<file path="config.mk">
export PLATFORM = sky130hd
export DESIGN_NAME = stall_control_param
export DESIGN_NICKNAME = d
export VERILOG_FILES = /design/src/rtl/stall_ctrl_pkg.sv /design/src/rtl/stall_down_counter.sv /design/src/rtl/stall_control_param.sv
export SDC_FILE = /design/constraint.sdc
export NUM_CORES = 1
export LEC_CHECK = 0
export CORE_AREA = 2 2 39 41
export CTS_CLUSTER_SIZE = 20
export DETAILED_ROUTE_END_ITERATION = 6
export DIE_AREA = 0 0 41 43
export GPL_ROUTABILITY_DRIVEN = 0
export GPL_TIMING_DRIVEN = 1
export HOLD_SLACK_MARGIN = 0.02
export PLACE_DENSITY = 0.65
export SKIP_LAST_GASP = 1
export SYNTH_ARGS = -nofsm -noshare
export SYNTH_HDL_FRONTEND = slang
export SYNTH_HIERARCHICAL = 1
export SYNTH_SLANG_ARGS = --single-unit
export TNS_END_PERCENT = 20
</file>
<file path="constraint.sdc">
create_clock -name clk -period 2.61 [get_ports clk]
set_input_delay 0.3915 -clock clk [delete_from_list [all_inputs] [get_ports clk]]
set_output_delay 0.3915 -clock clk [all_outputs]
set_load 0.03 [all_outputs]
</file>
<file path="src/rtl/stall_ctrl_pkg.sv">
// Shared definitions for the parametrised pipeline stall controller.
//   state_t    : controller FSM states
//   DEF_*_OP   : default opcodes for load, jump and halt
//   DEF_*_STALL: default stall lengths for load and jump
//   stall_len(): stall cycle count for a decoded opcode (halt handled separately)
package stall_ctrl_pkg;

  typedef enum logic [1:0] {
    RUN     = 2'd0,
    STALL   = 2'd1,
    RELEASE = 2'd2,
    HALT    = 2'd3
  } state_t;

  localparam logic [5:0] DEF_LD_OP  = 6'b010100;
  localparam logic [5:0] DEF_JMP_OP = 6'b011110;
  localparam logic [5:0] DEF_HLT_OP = 6'b010001;

  localparam int unsigned DEF_LD_STALL  = 1;
  localparam int unsigned DEF_JMP_STALL = 2;

  // Opcodes are passed zero-extended to 32 bits so one function serves any OPW.
  // Jump is checked before load to keep the JMP > LD priority.
  function automatic int unsigned stall_len(
    input logic [31:0] op,
    input logic [31:0] ld_op     = 32'(DEF_LD_OP),
    input logic [31:0] jmp_op    = 32'(DEF_JMP_OP),
    input int unsigned ld_stall  = DEF_LD_STALL,
    input int unsigned jmp_stall = DEF_JMP_STALL
  );
    if (op == jmp_op)
      return jmp_stall;
    else if (op == ld_op)
      return ld_stall;
    else
      return 0;
  endfunction

endpackage

</file>
<file path="src/rtl/stall_down_counter.sv">
// Down counter used to time the STALL state.
//   clk      : rising-edge clock
//   rst_n    : asynchronous active-low reset (count -> 0)
//   load     : load load_val (takes priority over dec)
//   load_val : value to load
//   dec      : decrement by one; holds at zero, never wraps
//   zero     : count is zero
module stall_down_counter
  import stall_ctrl_pkg::*;
#(
  parameter int unsigned CNTW = 4
) (
  input  logic            clk,
  input  logic            rst_n,
  input  logic            load,
  input  logic [CNTW-1:0] load_val,
  input  logic            dec,
  output logic            zero
);

  logic [CNTW-1:0] cnt;

  always_ff @(posedge clk or negedge rst_n) begin
    if (!rst_n)
      cnt <= '0;
    else if (load)
      cnt <= load_val;
    else if (dec && (cnt != '0))
      cnt <= cnt - CNTW'(1);
  end

  assign zero = (cnt == '0);

endmodule

</file>
<file path="src/rtl/stall_control_param.sv">
// Pipeline stall controller. Decodes the IF/ID opcode and freezes fetch for a
// per-class number of cycles (load, jump) or until resume (halt).
//   clk       : rising-edge clock
//   reset     : asynchronous active-low reset
//   op        : opcode from IF/ID (held by the pipeline while stalled + 1 cycle)
//   hazard_in : external stall request, ORed into stall
//   resume    : leave HALT (sampled only in HALT)
//   stall     : freeze PC and IF/ID
//   stall_pm  : stall delayed one clock, program-memory disable
//   halted    : controller is in HALT
module stall_control_param
  import stall_ctrl_pkg::*;
#(
  parameter int unsigned     OPW       = 6,
  parameter logic [OPW-1:0]  LD_OP     = DEF_LD_OP,
  parameter logic [OPW-1:0]  JMP_OP    = DEF_JMP_OP,
  parameter logic [OPW-1:0]  HLT_OP    = DEF_HLT_OP,
  parameter int unsigned     LD_STALL  = DEF_LD_STALL,
  parameter int unsigned     JMP_STALL = DEF_JMP_STALL,
  parameter int unsigned     CNTW      = 4
) (
  input  logic           clk,
  input  logic           reset,
  input  logic [OPW-1:0] op,
  input  logic           hazard_in,
  input  logic           resume,
  output logic           stall,
  output logic           stall_pm,
  output logic           halted
);

  // Stall counts must fit in the counter so it can never wrap.
  if ((LD_STALL >> CNTW) != 0) begin : g_bad_ld_stall
    $error("LD_STALL does not fit in CNTW bits");
  end
  if ((JMP_STALL >> CNTW) != 0) begin : g_bad_jmp_stall
    $error("JMP_STALL does not fit in CNTW bits");
  end

  state_t          state_q, state_d;
  logic            fsm_stall;
  logic            cnt_load;
  logic            cnt_dec;
  logic [CNTW-1:0] cnt_val;
  logic            cnt_zero;
  logic [31:0]     len;

  assign len = stall_len(32'(op), 32'(LD_OP), 32'(JMP_OP), LD_STALL, JMP_STALL);

  stall_down_counter #(.CNTW(CNTW)) u_cnt (
    .clk      (clk),
    .rst_n    (reset),
    .load     (cnt_load),
    .load_val (cnt_val),
    .dec      (cnt_dec),
    .zero     (cnt_zero)
  );

  always_ff @(posedge clk or negedge reset) begin
    if (!reset)
      state_q <= RUN;
    else
      state_q <= state_d;
  end

  // The trigger cycle in RUN is the first stalled cycle, so the counter is
  // loaded with N-2: the STALL state then covers the remaining N-1 cycles.
  always_comb begin
    state_d   = state_q;
    fsm_stall = 1'b0;
    cnt_load  = 1'b0;
    cnt_dec   = 1'b0;
    cnt_val   = '0;
    case (state_q)
      RUN: begin
        if (op == HLT_OP) begin
          fsm_stall = 1'b1;
          state_d   = HALT;
        end else if (len != 0) begin
          fsm_stall = 1'b1;
          if (len == 1) begin
            state_d = RELEASE;
          end else begin
            state_d  = STALL;
            cnt_load = 1'b1;
            cnt_val  = CNTW'(len - 32'd2);
          end
        end
      end
      STALL: begin
        fsm_stall = 1'b1;
        if (cnt_zero)
          state_d = RELEASE;
        else
          cnt_dec = 1'b1;
      end
      // op still holds the instruction that caused the stall; do not decode it.
      RELEASE: begin
        state_d = RUN;
      end
      HALT: begin
        fsm_stall = 1'b1;
        if (resume)
          state_d = RELEASE;
      end
      default: begin
        state_d = RUN;
      end
    endcase
  end

  // Outputs are gated by reset so they drop immediately on an asynchronous reset.
  assign stall  = reset & (fsm_stall | hazard_in);
  assign halted = reset & (state_q == HALT);

  always_ff @(posedge clk or negedge reset) begin
    if (!reset)
      stall_pm <= 1'b0;
    else
      stall_pm <= stall;
  end

endmodule
</file>
# ---- Word level (Yosys, flattened, before mapping)
# Index checks and enable logic that the tools add are counted.
dict set report totals {
  wordCells 49
  out_inout_bits 3
  regBits 7
}
dict set report op_classes {
  mux 23
  n_reduce_logical 8
  bitwise 3
  addsub 2
  n_eq_ne 10
}
# op n
set ops {}
lappend ops {{nonzero test 32 bit} 1}
lappend ops {{two-way mux 4 bit} 6}
lappend ops {{== test 6 x 5 -> 1 bit (second input constant)} 3}
lappend ops {{two-way mux 2 bit} 6}
lappend ops {{two-way mux 1 bit} 9}
lappend ops {{one-hot mux 2 bit (4 select lines)} 1}
lappend ops {{== test 2 x 1 -> 1 bit (second input constant)} 2}
lappend ops {{== test 2 bit (second input constant)} 2}
lappend ops {{logical NOT 4 bit} 1}
lappend ops {{inequality test 2 bit (second input constant)} 2}
lappend ops {{nonzero test 4 bit} 1}
lappend ops {{subtractor 4 x 1 -> 4 bit (second input constant)} 1}
lappend ops {{subtractor 4 x 2 -> 4 bit (second input constant)} 1}
lappend ops {{inequality test 3 bit (second input constant)} 1}
lappend ops {{AND reduction 3 bit} 1}
lappend ops {{AND 1 bit} 2}
lappend ops {{logical NOT 2 bit} 1}
lappend ops {{one-hot mux 1 bit (2 select lines)} 1}
lappend ops {{nonzero test 2 bit} 1}
lappend ops {{OR reduction 2 bit} 1}
lappend ops {{logical AND 1 bit} 1}
lappend ops {{bitwise OR 1 bit} 1}

# ---- Longest topological paths before layout
dict set report depth {
  word_depth 9
  ltp_mapped 7
}

# ---- By module
# The synthesis kept the hierarchy.
# module cells_per_inst instances area_each_um2
set modules_own_cells {}
lappend modules_own_cells {stall_down_counter 27 1 270.3}
lappend modules_own_cells {stall_control_param 25 1 205.2}

# ---- Worst setup path after synthesis
# No wires, ideal clock.
dict set report synth_path {
  kind {reg-to-output}
  startpoint {register state_q[1]}
  endpoint {output stall}
  stages_incl_launch_ff 4
  t_required_ns 2.219
  setup_slack_ns 0.712
  arrival_ns 1.507
  path_buffers 0
  cell_sequence {dfrtp_1 > nor3b_1 > nand2_1 > o21ai_0}
}
dict set report synth_via {
  elab_chain_len 5
}
# element line_no
set synth_rtl {}
lappend synth_rtl {{from (decl)} stall_control_param.sv:40} ;# state_t state_q, state_d;
lappend synth_rtl {{from (signal assigned)} stall_control_param.sv:63} ;# state_q <= state_d;
lappend synth_rtl {{== test 2 bit / == test 2 x 1 -> 1 bit (equally long branches)} stall_control_param.sv:74} ;# case (state_q)
lappend synth_rtl {{OR reduction 2 bit (no source line)} n/a}
lappend synth_rtl {{one-hot mux 1 bit (2 select lines) (*)} stall_control_param.sv:74}
lappend synth_rtl {{bitwise OR 1 bit (*)} stall_control_param.sv:113} ;# assign stall = reset & (fsm_stall | hazard_in);
lappend synth_rtl {{AND 1 bit (*)} stall_control_param.sv:113}
lappend synth_rtl {{to (decl)} stall_control_param.sv:27} ;# output logic stall,
# Mark *: on every way between the ends. The rest lies on a longest branch, timed or not.

# ---- Worst setup path after layout
dict set report layout_path {
  startpoint {input op[0]}
  endpoint {output stall}
}
dict set report layout_via {
  elab_chain_len 9
}
# element line_no
set layout_rtl {}
lappend layout_rtl {{from (decl)} stall_control_param.sv:24} ;# input logic [OPW-1:0] op,
lappend layout_rtl {{== test 6 x 5 -> 1 bit} stall_ctrl_pkg.sv:33} ;# else if (op == ld_op)
lappend layout_rtl {{two-way mux 1 bit} stall_ctrl_pkg.sv:33}
lappend layout_rtl {{two-way mux 2 bit} stall_ctrl_pkg.sv:31} ;# if (op == jmp_op)
lappend layout_rtl {{nonzero test 32 bit} stall_control_param.sv:79} ;# end else if (len != 0) begin
lappend layout_rtl {{two-way mux 1 bit} stall_control_param.sv:79}
lappend layout_rtl {{two-way mux 1 bit (*)} stall_control_param.sv:76} ;# if (op == HLT_OP) begin
lappend layout_rtl {{one-hot mux 1 bit (2 select lines) (*)} stall_control_param.sv:74}
lappend layout_rtl {{bitwise OR 1 bit (*)} stall_control_param.sv:113}
lappend layout_rtl {{AND 1 bit (*)} stall_control_param.sv:113}
# Marked as above.

==> run_results.csv <==
group,metric,value,unit
outcome,status,"finished clean",
yosys,synth_common_cells,"dfrtp_1, nand2_1, o21ai_0",
worst_setup_path,cp_max_fo,3,
power,power_density,798,nW/um2
clock_tree,cts_tree,"yes",
yosys,synth_top_area_share,36.8,%
yosys,ys_seq_elements,7,
clock_tree,cts_sinks,7,
detailed_routing,wl_per_cell,10.3,um
clock_tree,cts-resized-gates,0,
finish,layout-drive-gt1-share,12.3,%
yosys,synth-main-ff-cell,"dfrtp_1",
worst_setup_path,arrival,2.14,ns
hold_path,hold_class,"primary input to async pin",
clock_tree,clock_path_buffers,2,
die,dieHeight,43,um
detailed_routing,drt-total-wl,914,um
global_routing,grt_pass1_vias,406,
placed_design,portBuffers,12,
timing,tns,0,ns
yosys,syn_inst,52,
die,design.die.area,1760,um2
yosys,async_flop_share,100,%
placed_design,place_area,638,um2
worst_setup_path,crit_path_start_kind,"primary input",
global_routing,grt_max_degree,11,
global_routing,grt_pass1_wl,1570,um
detailed_routing,drc_errors,0,
detailed_routing,firstDrtPassIters,2,
worst_setup_path,cp_data_required_time,2.22,ns
worst_setup_path,end_kind,"output pin",
yosys,synth_edf_count,0,
die,std_cell_rows,14,
clock_tree,root_buffer,"clkbuf_4",
finish,final_area,664,um2
timing,period_share,96.8,%
detailed_routing,dr_total_vias,436,
yosys,yosys-top-cells-area,"dfrtp_1, o21ai_0, nand2_1",
clock_tree,post_cts.repair.setup_buffers,0,
clock_tree,path_clk_slew,0.05,ns
detailed_routing,ant_nets,0,
timing,grt_setup_unrepaired,"false",
timing,period_needed,2.53,ns
finish,syn_to_final_growth,39.7,%
yosys,synth_area_per_cell,9.14,um2
timing,drv_slew,0,
yosys,synth-seq-area-share,36.8,%
detailed_routing,drt_iter0_drc,1,
die,num_io_pins,13,
die,coreArea,1380,um2
clock_tree,htreeDepth,1,
finish,multi_input_area,289,um2
timing,max_freq,0.396,GHz
yosys,synth.most_common_cell,"dfrtp_1",
clock_tree,postCtsHoldBufs,0,
die,fp.dieW,41,um
clock_tree,insertion_delay,0.24,ns
power,ir_drop,0.000335,V
global_routing,grt_util_all_layers,13.0,%
timing,worst_clock_skew,0.00398,ns
yosys,netlist_area,475,um2
worst_setup_path,worst-setup-path-type,"primary input to output pin",
detailed_routing,viasPerCell,4.90,
global_routing,gr-total-overflow,0,
finish,fin_util,48.0,%
yosys,yosys_warnings,6,
yosys,synth.distinct_cells,27,
finish,diodes,0,
clock_tree,cts_made_buffers,3,
worst_setup_path,ff2ff_path_depth,7,
finish,fillers,142,
timing,final_hold_viol_count,0,
timing,finalSetupViolCount,0,
global_routing,grt_antenna_before_repair,0,
power,p_leak,0.277,nW
run,drv_cap,0,
yosys,yosys.area.top_type,"dfrtp_1",
finish,final_nets,85,
finish,regArea,175,um2
die,initial_core_util,34.4,%
placed_design,dpl.hpwl,742,um
## cell type report
cell class	count	share of cell area, %
inverter	3	1.69
clock buffer	4	3.95
tap	16	3.01
sequential	7	26.4
multi-input combinational	44	43.5
timing repair buffer	15	21.5
## path summary, 6_finish.rpt
check / start / end / slack [ns]
min in group clk: state_q[0] / state_q[1] / 0.61
max in group asynchronous: reset / u_cnt/cnt[1] / 2.00
min: reset / stall_pm / 0.49
max: op[0] / stall / 0.08
max reg2reg: u_cnt/cnt[0] / u_cnt/cnt[1] / 0.53
min reg2reg: state_q[0] / state_q[1] / 0.61
## where the power goes
group	leakage, nW	total (mW)	internal [mW]	switching [mW]
logic	0.172	0.228	0.117	0.111
registers	0.0899	0.206	0.153	0.0530
clock network	0.0150	0.0955	0.0582	0.0373
total	0.277	0.530	0.329	0.201
## cell usage in the layout (no fill, tap or decap), types with 3 or more instances in the layout
master	count
nor3b_1	3
buf_4	3
o21ai_0	6
nand2_1	6
clkbuf_4	3
clkdlybuf4s50_1	12
dfrtp_1	7
conb_1	4
inv_1	3
## state kept, by name, summed over array words and instances, names as in the netlist
name,cells
state_q,2
stall_pm,1
u_cnt/cnt,4
## metrics by stage
step                hold slack, ns  total power, mW  worst slack, ns  std cells
floorplan                   0.0959            0.363            0.712         55
global placement             0.605            0.430           0.0725         85
detailed placement           0.608            0.438           0.0949         85
CTS                          0.498            0.537           0.0775         89
global route                 0.520            0.580           0.0210         89
finish                       0.491            0.530           0.0832         89
## kinds of logic (layout without fill, tap and decap cells)
group                    Yosys count  count (layout)  synth area share (%)
AND/OR/NAND/NOR                   24              24                  33.4
AO/OA/AOI/OAI                     13              13                  17.6
flip-flops                         7               7                  36.8
buffers and inverters              4              22                  4.74
adder cells (fa/ha/maj)            1               1                  2.63
other                              1               4                 0.789
XOR/XNOR                           1               1                  1.84
multiplexers                       1               1                  2.11
## layer usage
layer / track usage, % / vias up / wire [um]
met2: 18.8 / 11 / 460
met5: 0 / - / 0
met3: 4.19 / 0 / 38
li1: - / 232 / -
met1: 15.9 / 193 / 415
met4: 8.00 / 0 / 0
## critical path: stages
cell and delay, ns:
clkdlybuf4s50_1 0.51, xor2_1 0.19, a21oi_1 0.11, o21ai_0 0.23
clkdlybuf4s50_1 0.71
Note: power is estimated with default switching activity, not from simulation.
